[config.mk]
export PLATFORM = sky130hd
export DESIGN_NAME = unidade_busca
export DESIGN_NICKNAME = d
export VERILOG_FILES = /design/src/rtl/unidade_busca.sv
export SDC_FILE = /design/constraint.sdc
export NUM_CORES = 1
export LEC_CHECK = 0
export BUFFER_PORTS_ARGS = -buffer_cell sky130_fd_sc_hd__buf_2
export CORE_MARGIN = 4
export CORE_UTILIZATION = 45
export CTS_BUF_LIST = sky130_fd_sc_hd__clkbuf_2 sky130_fd_sc_hd__clkbuf_4 sky130_fd_sc_hd__clkbuf_8
export CTS_CLUSTER_SIZE = 10
export DETAILED_ROUTE_END_ITERATION = 16
export GPL_TIMING_DRIVEN = 0
export PLACE_DENSITY = 0.71
export RECOVER_POWER = 100
export SYNTH_ARGS = -nofsm -noshare
export SYNTH_HDL_FRONTEND = slang
export SYNTH_SLANG_ARGS = --single-unit
export TNS_END_PERCENT = 20
[constraint.sdc]
create_clock -name clk -period 4.2 [get_ports clk]
set_clock_uncertainty 0.2 [all_clocks]
set_input_delay 0.42 -clock clk [delete_from_list [all_inputs] [get_ports clk]]
set_output_delay 0.42 -clock clk [all_outputs]
set_load 0.01 [all_outputs]
[src/rtl/unidade_busca.sv]
// Instruction-fetch stage: PC, memory handshake, instruction register.
// Applies EscPC/Beqz/Ji from the control unit to pick the next PC.
module unidade_busca #(
  parameter int LARG_INSTR = 16,
  parameter int LARG_PC    = 8,
  parameter logic [LARG_PC-1:0] PC_INICIAL = '0
) (
  input  logic                  clk,
  input  logic                  rst_n,
  output logic                  mem_req,
  output logic [LARG_PC-1:0]    mem_addr,
  input  logic [LARG_INSTR-1:0] mem_rdata,
  input  logic                  mem_valid,
  output logic [2:0]            Opcode,
  output logic [LARG_INSTR-1:0] instr,
  output logic                  instr_valid,
  input  logic                  EscPC,
  input  logic                  Beqz,
  input  logic                  Ji,
  input  logic                  zero,
  output logic [LARG_PC-1:0]    pc,
  output logic                  parado,
  output logic [15:0]           n_instr
);

  typedef enum logic [1:0] {
    OCIOSO,
    BUSCA,
    DECOD,
    PARADO
  } estado_t;

  estado_t               estado;
  logic [LARG_INSTR-1:0] ir;
  logic [LARG_PC-1:0]    pc_q;
  logic [15:0]           cnt;

  logic [LARG_PC-1:0] pc_seq;
  logic [LARG_PC-1:0] offset;
  logic [LARG_PC-1:0] pc_desv;
  logic               halt;
  logic               salto;
  logic               desv;
  logic               seq;

  assign pc_seq  = pc_q + LARG_PC'(1);
  assign offset  = {{(LARG_PC-7){ir[6]}}, ir[6:0]};
  assign pc_desv = pc_seq + offset;

  // Mutually exclusive so the decode below is a true one-hot choice.
  assign halt  = !EscPC;
  assign salto = EscPC && Ji;
  assign desv  = EscPC && !Ji && Beqz && zero;
  assign seq   = EscPC && !Ji && !(Beqz && zero);

  always_ff @(posedge clk or negedge rst_n) begin
    if (!rst_n) begin
      estado      <= OCIOSO;
      pc_q        <= PC_INICIAL;
      ir          <= '0;
      cnt         <= '0;
      mem_req     <= 1'b0;
      instr_valid <= 1'b0;
      parado      <= 1'b0;
    end else begin
      unique case (estado)
        OCIOSO: begin
          estado  <= BUSCA;
          mem_req <= 1'b1;
        end
        BUSCA: begin
          if (mem_valid) begin
            ir          <= mem_rdata;
            estado      <= DECOD;
            mem_req     <= 1'b0;
            instr_valid <= 1'b1;
          end
        end
        DECOD: begin
          instr_valid <= 1'b0;
          unique case (1'b1)
            halt: begin
              estado <= PARADO;
              parado <= 1'b1;
            end
            salto: begin
              pc_q    <= ir[LARG_PC-1:0];
              estado  <= BUSCA;
              mem_req <= 1'b1;
            end
            desv: begin
              pc_q    <= pc_desv;
              estado  <= BUSCA;
              mem_req <= 1'b1;
            end
            seq: begin
              pc_q    <= pc_seq;
              estado  <= BUSCA;
              mem_req <= 1'b1;
            end
          endcase
          if (!halt && cnt != 16'hFFFF)
            cnt <= cnt + 16'd1;
        end
        PARADO: begin
          parado <= 1'b1;
        end
      endcase
    end
  end

  assign mem_addr = pc_q;
  assign pc       = pc_q;
  assign instr    = ir;
  assign Opcode   = ir[LARG_INSTR-1 -: 3];
  assign n_instr  = cnt;

endmodule

; Word level (Yosys, flattened, before mapping)
; Index checks and enable logic that the tools add are counted.
; Widths: inputs -> output; s select.
[classes]
addsub = 3
n_mux = 11
n_reduce_logical = 23
n_eq_ne = 7
[ops]
columns = operator, count
row1 = $pmux 8 s3, 1
row2 = $add 16x1->16 const B, 1
row3 = $ne 16x16->1 const B, 1
row4 = $reduce_and 2->1, 6
row5 = $add 8x1->8 const B, 1
row6 = $add 8x8->8, 1
row7 = $logic_and 1x1->1, 7
row8 = $ne 2x2->1 const B, 3
row9 = $pmux 2 s3, 1
row10 = $reduce_bool 3->1, 2
row11 = $eq 2x2->1 const B, 2
row12 = $mux 1, 4
row13 = $pmux 1 s2, 2
row14 = $pmux 2 s2, 1
row15 = $reduce_bool 2->1, 2
row16 = $logic_not 1->1, 3
row17 = $pmux 1 s3, 1
row18 = $reduce_and 3->1, 1
row19 = $reduce_or 3->1, 1
row20 = $eq 2x1->1 const B, 1
row21 = $logic_not 2->1, 1
row22 = $mux 2, 1
[totals]
out_inout_bits = 54
reg_bits = 45
input_bits = 23

; Logic depth before layout (Yosys ltp)
; Gate-level depths: netlist (run 1).
[depth]
ltp_word = 7
ltp_mapped = 10
depth_no_buf = 10

; Worst setup path after synthesis (run 1)
; OpenSTA, ideal clock, no wires.
[synth_timing]
kind = register -> register
start = reg pc_q[0] (netlist: mem_addr[0])
end = reg pc_q[6] (netlist: mem_addr[6])
required_ns = 3.857
period_less_slack_ns = 2.291
stages_incl_launch_ff = 10
path_slack_ns = 1.909
arrival_time_ns = 1.949
cell_sequence = dfrtp_1 ha_1 xor2_1 ha_1 nor2b_1 o21ai_0 nand2b_1 a31oi_1 xor2_1 a21boi_0
[synth_between]
elab_chain_cells = 3
[synth_rtl]
columns = element, line
row1 = start: declaration, 35  ; logic [LARG_PC-1:0] pc_q;
row2 = start signal: assignment, 87  ; pc_q <= ir[LARG_PC-1:0];
row3 = start signal: assignment, 92  ; pc_q <= pc_desv;
row4 = start signal: assignment, 97  ; pc_q <= pc_seq;
row5 = $add 8x1->8 (*), 46  ; assign pc_seq = pc_q + LARG_PC'(1);
row6 = $add 8x8->8, 48  ; assign pc_desv = pc_seq + offset;
row7 = $pmux 8 s3 (*), 81  ; unique case (1'b1)
; Mark *: on every way between the ends. The rest lies on a longest branch, timed or not.
; A chain may end at the register's enable or synchronous reset.

; Final worst setup path (run 1)
[layout_timing]
start = reg pc_q[0] (netlist: mem_addr[0])
end = reg pc_q[7] (netlist: mem_addr[7])
; Same word-level chain as after synthesis.

==> run_results.csv, run 1 <==
group,metric,value,unit
worst_setup_path,crit_path_max_incr_delay,0.50,ns
worst_setup_path,startpoint_type,"flip-flop",
global_route,grt_max_degree,46,
detailed_routing,ant_nets,0,
detailed_routing,wire_per_inst,14.2,microns
synthesis,avgSynthCellArea,10.7,sq um
worst_setup_path,cp.required,4.22,ns
cells_and_area,nNetsFinal,363,
timing,slew_headroom,-64.3,%
timing,fmaxAchievable,385,MHz
power_and_ir_drop,clkPwrFrac,14.9,%
global_route,grt_pass1_wl,9740,microns
cells_and_area,drive_gt1_share,21.5,%
worst_setup_path,crit_family,"compound AO/OA/AOI/OAI gates",
power_and_ir_drop,p_leak,0.00138,uW
detailed_routing,viasPerCell,5.18,
synthesis,yosysWarnings,0,
timing,drv_slew,46,
cells_and_area,multi_input_area,1290,sq um
run_status,status,"complete, but fails checks",
worst_setup_path,cp_slowest_cell,"dfrtp_1",
clock_tree,cts_buffers,5,
worst_setup_path,path_max_fanout,7,
power_and_ir_drop,pwr-share-comb,51.3,%
cells_and_area,areaGrowthSynthToFinish,18.4,%
clock_tree,clkTransAtPathRegs,0.08,ns
cells_and_area,final_cells,398,
detailed_routing,first_pass_iters,4,
placement,io_buffers,75,
worst_setup_path,crit_path_cell_trace,"ha_1 > xor2_1 > ha_1 > o21ai_0 > nor2_1 > a41oi_1 > a21oi_1 > nand3b_1 > a21oi_1",
cells_and_area,num_antenna_cells,0,
die,fp-row-count,27,
flow_run,cap_violations,1,
global_route,grt_overflow,0,
timing,finalCriticalPeriod,2.60,ns
placement,gp_congestion,0.834,
clock_tree,post_cts_buffers,0,
detailed_routing,drtIter0Drc,97,
die,die_x,84.1,microns
clock_tree,htree_num_levels,2,
clock_tree,post_cts_resized,0,
synthesis,synth_seq_cells,45,
min_path,min_path_type,"input pin to flip-flop",
die,die-area,7060,sq um
placement,placed_cell_area,3070,sq um
worst_setup_path,crit_buf_inv,0,
synthesis,synthesis.area,2600,sq um
placement,dp_cells,390,
global_route,grt_pass1_vias,2072,
die,fp.dieH,84.1,microns
power_and_ir_drop,switching_share,40.9,%
clock_tree,clockBufferDepth,2,
power_and_ir_drop,p_int,1330,uW
timing,hold_violations,0,
synthesis,seq_area_frac_synth,43.3,%
clock_tree,root_buffer,"clkbuf_8",
cells_and_area,final-seq-area,1130,sq um
cells_and_area,fin_area,3080,sq um
clock_tree,cts.sinks,45,
placement,place_hpwl,4300,microns
timing,grt_setup_unrepaired,"no",
synthesis,synth_cell_types,50,
synthesis,synthCells,243,
detailed_routing,drt_drc_violations_left,0,
worst_setup_path,criticalPathCategory,"flip-flop to flip-flop",
die,core,5570,sq um
detailed_routing,wl,5660,microns
power_and_ir_drop,power.switching,916,uW
detailed_routing,via_count,2060,
worst_setup_path,arrival,2.62,ns
synthesis,syn_nets,281,
power_and_ir_drop,ir_worst_vdd,0.312,mV
run_status,violations,"capacitance limit, slew limit",
power_and_ir_drop,seq_power_share,33.8,%
worst_setup_path,cp-end-kind,"flip-flop",
cells_and_area,fill_cells,552,
timing,setup_tns,0,ns
power_and_ir_drop,power.density_cell_area,727,nW/um^2
timing,period_share,61.9,%
clock_tree,cts_tree,"done",
timing,setup-violations-final,0,
global_route,groute.usage.overall,16.8,%
die,initial_core_util,46.7,%
die,ios,77,
clock_tree,cts_hold_buf,0,
clock_tree,worstSkewPairLatency,0.29,ns
timing,worst_pin_slew,2.46,ns
global_route,antenna_found_initial,0,
[synth_stat cells (all sizes together)]
| master | number | area (sq um) |
|---|---|---|
| o32ai | 1 | 8.76 |
| o21a | 2 | 15.0 |
| dfrtp | 45 | 1130 |
| fa | 1 | 20.0 |
| a211o | 1 | 8.76 |
| inv | 10 | 37.5 |
| or3 | 1 | 6.26 |
| o31ai | 3 | 22.5 |
| buf | 14 | 104 |
| and2 | 2 | 16.3 |
| mux2 | 17 | 191 |
| nand3b | 1 | 7.51 |
| a211oi | 2 | 15.0 |
| mux2i | 1 | 10.0 |
| nand3 | 13 | 75.1 |
| nand4 | 4 | 31.3 |
| a222oi | 2 | 20.0 |
| nand2 | 18 | 67.6 |
| nor2 | 14 | 65.1 |
| a31o | 1 | 17.5 |
| xor2 | 8 | 70.1 |
| a41oi | 1 | 8.76 |
| a21oi | 9 | 45.0 |
| o31a | 1 | 8.76 |
| o21ai | 8 | 40.0 |
| a21o | 2 | 15.0 |
| ha | 14 | 175 |
| a22oi | 1 | 7.51 |
| xnor3 | 1 | 22.5 |
| and4 | 1 | 8.76 |
| xnor2 | 14 | 123 |
| a31oi | 5 | 31.3 |
| a21boi | 2 | 18.8 |
| and3 | 5 | 36.3 |
| nand2b | 4 | 25.0 |
| clkbuf | 2 | 7.51 |
| nor2b | 4 | 25.0 |
| nor3 | 3 | 25.0 |
| a221oi | 5 | 43.8 |
[logic make-up (layout without fill, tap and decap cells)]
family          count (synthesis)  after routing  share of synthesized area (%)
compound gates                 46             46                           12.5
xor+xnor                       23             23                           8.27
fa+ha+maj                      15             15                           7.50
buf+inv                        26            109                           5.72
flops                          45             45                           43.3
mux                            18             18                           7.74
simple gates                   70             70                           15.0
[layer usage]
| layer | up-vias | wire length (microns) | global-route usage, % | share of wire [%] |
|---|---|---|---|---|
| li1 | 1017 | - | - | - |
| met2 | 53 | 2840 | 28.8 | 50 |
| met4 | 0 | 43 | 4.09 | 0.76 |
| met5 | - | 0 | 0 | 0 |
| met1 | 986 | 2470 | 21.7 | 44 |
| met3 | 4 | 306 | 2.96 | 5.4 |
[per-stage QoR]
stage	hold slack [ns]	setup WS, ns	power [uW]	utilization, %
6_report	0.153	1.60	2240	55.3
5_1_grt	0.144	1.25	2460	55.3
4_1_cts	0.132	1.63	2310	57.1
3_5_place_dp	0.267	1.66	1970	55.0
3_3_place_gp	0.269	1.72	1930	55.0
2_1_floorplan	-0.0756	1.91	1590	-
[flip-flops by register name, summed over array words and instances (netlist names)]
name         cells
mem_req          1
instr           16
estado           2
n_instr         16
mem_addr         8
instr_valid      1
parado           1
[final timing paths]
check	start	end	slack (ns)	cells past startpoint
worst max-delay path	mem_addr[0]	mem_addr[7]	1.60	9
worst min-delay path	mem_rdata[9]	instr[9]	0.15	2
worst max register to register	mem_addr[0]	mem_addr[7]	1.60	9
worst min register to register	parado	parado	0.29	1
max in group asynchronous	rst_n	instr_valid	1.73	1
min in group asynchronous	rst_n	instr[2]	0.68	1
[layout make-up]
class | count | area share (%)
multi-input combinational | 172 | 42.0
sequential | 45 | 36.5
timing repair buffer | 75 | 10.3
buffer | 16 | 3.33
tap | 72 | 2.92
clock buffer | 6 | 2.48
clock inverter | 2 | 1.26
inverter | 10 | 1.22
[power groups by stage]
stage          sequential (uW)  combinational (uW)  clock [uW]
3_3_place_gp               755                1180           0
2_1_floorplan              803                 791           0
6_report                   757                1150         334
4_1_cts                    756                1210         342
5_1_grt                    790                1310         360
3_5_place_dp               763                1200           0
[layout by cell type, fill, tap and decap left out, types with 5 or more instances in the layout]
| cell type | netlist | final |
|---|---|---|
| o21ai_0 | 8 | 8 |
| clkbuf_1 | 2 | 51 |
| inv_1 | 10 | 10 |
| and3_1 | 4 | 5 |
| a31oi_1 | 5 | 5 |
| a221oi_1 | 5 | 5 |
| nand2_1 | 18 | 18 |
| xor2_1 | 8 | 8 |
| dfrtp_1 | 45 | 45 |
| ha_1 | 14 | 14 |
| clkbuf_8 | 0 | 5 |
| mux2_2 | 16 | 16 |
| buf_2 | 2 | 29 |
| nand3_1 | 11 | 12 |
| clkbuf_4 | 0 | 9 |
| nor2_1 | 11 | 13 |
| xnor2_1 | 14 | 14 |
| a21oi_1 | 9 | 9 |
(Power assumes the default switching activity.)
==> run 2: changes to the inputs <==
- clock period: 4.2 -> 2.6 ns (I/O delays scaled with it)
==> run_results.csv, run 2 (synthesis results as in run 1) <==
group,metric,value,unit
clock_tree,cts_tree,"done",
die,fp-row-count,27,
timing,fmaxAchievable,411,MHz
min_path,hold_end,"instr[1]",
worst_setup_path,startpoint_type,"flip-flop",
detailed_routing,drtIter0Drc,97,
min_path,hold_path_depth,2,
cells_and_area,fill_cells,533,
timing,fin_hold_ws,0.0185,ns
placement,io_buffers,75,
clock_tree,worstSkewPairLatency,0.29,ns
detailed_routing,wire_per_inst,14.4,microns
global_route,grt_overflow,0,
placement,gp_congestion,0.834,
global_route,groute.usage.overall,17.5,%
clock_tree,cts.sinks,45,
cells_and_area,final_common_cell,"clkbuf_1",
detailed_routing,first_pass_iters,4,
die,die-area,7060,sq um
timing,worst_pin_slew,1.14,ns
worst_setup_path,criticalPathCategory,"flip-flop to flip-flop",
worst_setup_path,r2r-start,"mem_addr[0]",
die,ios,77,
detailed_routing,viasPerCell,5.12,
clock_tree,root_buffer,"clkbuf_8",
power_and_ir_drop,p_leak,0.00146,uW
worst_setup_path,rr_worst_depth,9,
min_path,min_path_type,"input pin to flip-flop",
cells_and_area,nNetsFinal,379,
worst_setup_path,crit_path_max_incr_delay,0.47,ns
clock_tree,clockBufferDepth,2,
global_route,grt_max_degree,46,
detailed_routing,wl,5950,microns
run_status,status,"finished, final reports clean",
placement,place_ws,0.0609,ns
detailed_routing,drt_drc_violations_left,0,
timing,grt_setup_unrepaired,"no",
timing,period_share,93.6,%
global_route,antenna_found_initial,0,
power_and_ir_drop,ir_worst_vdd,0.497,mV
clock_tree,cts_buffers,5,
flow_run,cap_violations,0,
clock_tree,clkTransAtPathRegs,0.08,ns
worst_setup_path,arrival,2.39,ns
worst_setup_path,cp.required,2.56,ns
worst_setup_path,path_max_fanout,7,
cells_and_area,num_antenna_cells,0,
power_and_ir_drop,power.density_cell_area,1140,nW/um^2
power_and_ir_drop,total_power,3710,uW
cells_and_area,drive_gt1_share,23.1,%
timing,hold_violations,0,
worst_setup_path,cp_slowest_cell,"dfrtp_2",
die,initial_core_util,46.7,%
die,die_x,84.1,microns
detailed_routing,ant_nets,0,
worst_setup_path,crit_path_cell_trace,"inv_1 > ha_1 > inv_1 > fa_1 > xnor2_1 > a221oi_1 > nand2b_1 > a21oi_1 > a21oi_1",
timing,finalCriticalPeriod,2.43,ns
die,core,5570,sq um
cells_and_area,final_cell_mix,"47 x clkbuf_1, 43 x dfrtp_1, 32 x buf_2",
timing,setup_slack,0.167,ns
timing,slew_headroom,24.0,%
timing,drv_slew,0,
placement,place_hpwl,4300,microns
worst_setup_path,rr_endpoint,"mem_addr[2]",
timing,setup-violations-final,0,
global_route,grt_pass1_wl,10200,microns
cells_and_area,areaGrowthSynthToFinish,25.5,%
detailed_routing,via_count,2119,
die,fp.dieH,84.1,microns
global_route,grt_pass1_vias,2174,
min_path,hp-start,"mem_rdata[1]",
worst_setup_path,cp-end-kind,"flip-flop",
worst_setup_path,rrSetupSlack,0.17,ns
clock_tree,htree_num_levels,2,
timing,setup_tns,0,ns
-- run 2: cell type report --
cell class	count	area, sq um	area share (%)
Multi-Input combinational cell	172	1310	40.2
Sequential cell	45	1130	34.5
Timing Repair Buffer	91	479	14.7
Buffer	16	103	3.14
Tap cell	72	90.1	2.76
Clock buffer	6	76.3	2.34
Clock inverter	2	38.8	1.19
Inverter	10	37.5	1.15
-- run 2: worst max path at each step --
stage | startpoint | endpoint | slack (ns)
final | mem_addr[0] | mem_addr[2] | 0.17
after global routing | mem_addr[1] | mem_addr[6] | 0.02
after CTS | mem_addr[0] | mem_addr[7] | 0.03
after detailed placement | mem_addr[0] | mem_addr[7] | 0.06
after global placement | mem_addr[0] | mem_addr[7] | 0.12
after floorplan | mem_addr[0] | mem_addr[6] | 0.31
-- run 2: power breakdown --
group / switching (uW) / internal [uW] / leakage (uW)
Combinational: 991 / 951 / 0.000847
Clock: 238 / 299 / 0.0000588
Sequential: 285 / 946 / 0.000553
Total: 1510 / 2200 / 0.00146
-- run 2: worst max-delay path: cells and delay by family, from the launching register on --
| family | cells | cell delay (ns) |
|---|---|---|
| buf+inv | 2 | 0.18 |
| simple gates | 1 | 0.10 |
| compound gates | 3 | 0.61 |
| xor+xnor | 1 | 0.14 |
| fa+ha+maj | 2 | 0.61 |
| flops | 1 | 0.47 |
-- run 2: through the flow --
stage          cells  instance area, sq um  utilization [%]
3_3_place_gp     390                  3070             55.0
2_1_floorplan    243                  2600                -
4_1_cts          413                  3330             59.8
6_report         414                  3270             58.6
5_1_grt          414                  3270             58.6
3_5_place_dp     390                  3070             55.0
-- run 2: timing repair --
| item | in CTS | in global routing |
|---|---|---|
| resized for setup | 0 | 8 |
| endpoints found under the hold margin | 59 | 0 |
| endpoints found under the setup margin | 0 | 4 |
| setup buffers | 0 | 1 |
| hold buffers | 15 | 0 |
-- run 2: metal layers --
layer | share of wire, % | up-vias | GRT usage [%] | wire length (microns)
met1 | 43 | 1015 | 22.3 | 2550
li1 | - | 1051 | - | -
met2 | 51 | 47 | 30.6 | 3060
met5 | 0 | - | 0 | 0
met4 | 1.0 | 0 | 4.82 | 61
met3 | 4.7 | 6 | 2.86 | 280
==> run 3: changes to the inputs <==
- ABC_AREA: unset -> 1
- PLACE_DENSITY: 0.71 -> 0.7
==> run_results.csv, run 3 <==
group,metric,value,unit
clock_tree,htree_num_levels,2,
timing,finalCriticalPeriod,2.41,ns
power_and_ir_drop,switching_share,47.7,%
placement,dp_cells,522,
synthesis,synthCells,371,
die,initial_core_util,47.2,%
clock_tree,worstSkewPairLatency,0.30,ns
timing,drv_slew,0,
placement,io_buffers,76,
power_and_ir_drop,power.switching,1940,uW
die,fp-row-count,28,
timing,period_share,92.8,%
synthesis,yosysWarnings,0,
detailed_routing,drt_drc_violations_left,0,
detailed_routing,wl,7030,microns
worst_setup_path,arrival,2.38,ns
worst_setup_path,path_max_fanout,6,
clock_tree,cts_buffers,5,
clock_tree,root_buffer,"clkbuf_8",
power_and_ir_drop,p_int,2130,uW
clock_tree,clkTransAtPathRegs,0.09,ns
synthesis,synth_most_common_cell,"nand2_1",
cells_and_area,multi_input_area,1400,sq um
synthesis,synth_edf_count,0,
worst_setup_path,criticalPathCategory,"flip-flop to flip-flop",
synthesis,synthesis.area,2830,sq um
timing,worst_pin_slew,1.13,ns
die,die-area,7610,sq um
synthesis,avgSynthCellArea,7.62,sq um
min_path,min_path_type,"input pin to flip-flop",
die,fp.dieH,87.2,microns
power_and_ir_drop,power.density_cell_area,1160,nW/um^2
timing,setup_tns,0,ns
clock_tree,cts_tree,"done",
timing,setup-violations-final,0,
global_route,grt_pass1_wl,11400,microns
power_and_ir_drop,seq_power_share,32.3,%
placement,place_hpwl,5130,microns
power_and_ir_drop,ir_worst_vdd,0.560,mV
cells_and_area,final_cells,547,
synthesis,synth_async_sr_flop_share,100,%
cells_and_area,areaGrowthSynthToFinish,23.7,%
synthesis,syn_nets,409,
global_route,grt_overflow,0,
global_route,antenna_found_initial,0,
global_route,grt_max_degree,46,
detailed_routing,wire_per_inst,12.9,microns
placement,gp_congestion,0.849,
cells_and_area,final-seq-area,1130,sq um
clock_tree,clockBufferDepth,2,
timing,slew_headroom,24.6,%
cells_and_area,final_core_util,58.4,%
cells_and_area,nNetsFinal,509,
synthesis,yosysTopAreaCell,"dfrtp_1",
cells_and_area,fill_cells,606,
detailed_routing,via_count,2703,
cells_and_area,drive_gt1_share,15.0,%
timing,hold_violations,0,
cells_and_area,num_antenna_cells,0,
detailed_routing,first_pass_iters,4,
synthesis,synth.area.top_cells,"dfrtp_1 40%, nand2_1 15%, inv_1 6.6%",
global_route,groute.usage.overall,19.0,%
power_and_ir_drop,p_leak,0.00176,uW
cells_and_area,final_common_cell,"nand2_1",
timing,grt_setup_unrepaired,"no",
synthesis,synth_ff_type,"dfrtp_1",
global_route,grt_pass1_vias,2508,
synthesis,seq_area_frac_synth,39.9,%
die,ios,77,
run_status,status,"finished, final reports clean",
synthesis,synth_cell_types,35,
power_and_ir_drop,pwr-share-comb,56.5,%
detailed_routing,drtIter0Drc,165,
synthesis,synthTopCellsByCount,"112 x nand2_1, 50 x inv_1, 45 x dfrtp_1",
clock_tree,cts.sinks,45,
detailed_routing,ant_nets,0,
die,core,5990,sq um
cells_and_area,final_cell_mix,"115 x nand2_1, 50 x inv_1, 49 x clkbuf_1",
timing,fmaxAchievable,414,MHz
detailed_routing,viasPerCell,4.94,
worst_setup_path,cp.required,2.57,ns
power_and_ir_drop,clkPwrFrac,11.2,%
die,die_x,87.2,microns
worst_setup_path,startpoint_type,"flip-flop",
synthesis,synth_seq_cells,45,
worst_setup_path,cp-end-kind,"flip-flop",
flow_run,cap_violations,0,
synthesis,synth_top_area_share,39.9,%
==> run 3: layer usage <==
layer	vias up	wire [microns]	share of wire [%]	GRT usage, %
li1	1362	-	-	-
met1	1235	3160	45	25.4
met2	93	3300	47	30.4
met3	13	474	6.7	4.73
met4	0	97	1.4	5.58
met5	-	0	0	0
==> run 3: area by class of cell <==
| class | instances | share of cell area [%] |
|---|---|---|
| Clock buffer | 7 | 2.40 |
| Timing Repair Buffer | 93 | 14.1 |
| Clock inverter | 1 | 0.215 |
| Multi-Input combinational cell | 259 | 39.9 |
| Tap cell | 75 | 2.68 |
| Inverter | 52 | 5.58 |
| Sequential cell | 45 | 32.3 |
| Buffer | 15 | 2.83 |
==> run 3: power groups by stage <==
stage | clock (uW) | sequential, uW | combinational, uW
final | 456 | 1310 | 2300
after global routing | 514 | 1360 | 2590
after CTS | 479 | 1300 | 2390
after detailed placement | 0 | 1320 | 2360
after global placement | 0 | 1310 | 2290
after floorplan | 0 | 1390 | 1530
==> run 3: kinds of logic (layout without fill, tap and decap cells) <==
family          count (synthesis)  after routing  share of synthesized area [%]
fa+ha+maj                      15             15                           6.91
xor+xnor                       16             16                           4.96
buf+inv                        67            168                           10.6
flops                          45             45                           39.9
compound gates                 41             41                           8.77
simple gates                  187            187                           28.9
==> run 3: path summary, 6_finish.rpt <==
check / cells past startpoint / from / endpoint / slack, ns
setup / recovery: 10 / mem_addr[0] / mem_addr[3] / 0.19
hold / removal: 4 / mem_valid / instr_valid / 0.09
setup reg to reg: 10 / mem_addr[0] / mem_addr[3] / 0.19
hold reg to reg: 2 / instr[8] / instr[8] / 0.29
max in group asynchronous: 2 / rst_n / mem_addr[1] / 0.95
min in group asynchronous: 2 / rst_n / mem_addr[2] / 0.50
==> run 3: critical path, cell delays in order, from the launching register on <==
cell and delay (ns):
dfrtp_2 0.45, ha_1 0.22, nand2_1 0.11, inv_1 0.08, nor2_2 0.12, ha_1 0.34
a21oi_2 0.18, nand2_1 0.11, or2_2 0.28, nand3_1 0.09, a31oi_1 0.09
==> run 3: stage by stage <==
stage | area [sq um] | total power [uW] | setup WS, ns | hold WS, ns
2_1_floorplan | 2830 | 2920 | 0.382 | -0.236
3_3_place_gp | 3300 | 3600 | 0.228 | 0.255
3_5_place_dp | 3300 | 3670 | 0.176 | 0.259
4_1_cts | 3560 | 4170 | 0.104 | 0.0808
5_1_grt | 3500 | 4470 | 0.0134 | 0.104
6_report | 3500 | 4070 | 0.186 | 0.0896
==> run 3: repair_timing <==
| item | CTS | global route |
|---|---|---|
| hold buffers | 17 | 0 |
| hold endpoints to repair | 61 | 0 |
| setup buffers | 0 | 0 |
| setup endpoints to repair | 0 | 3 |
| resized for setup | 0 | 7 |
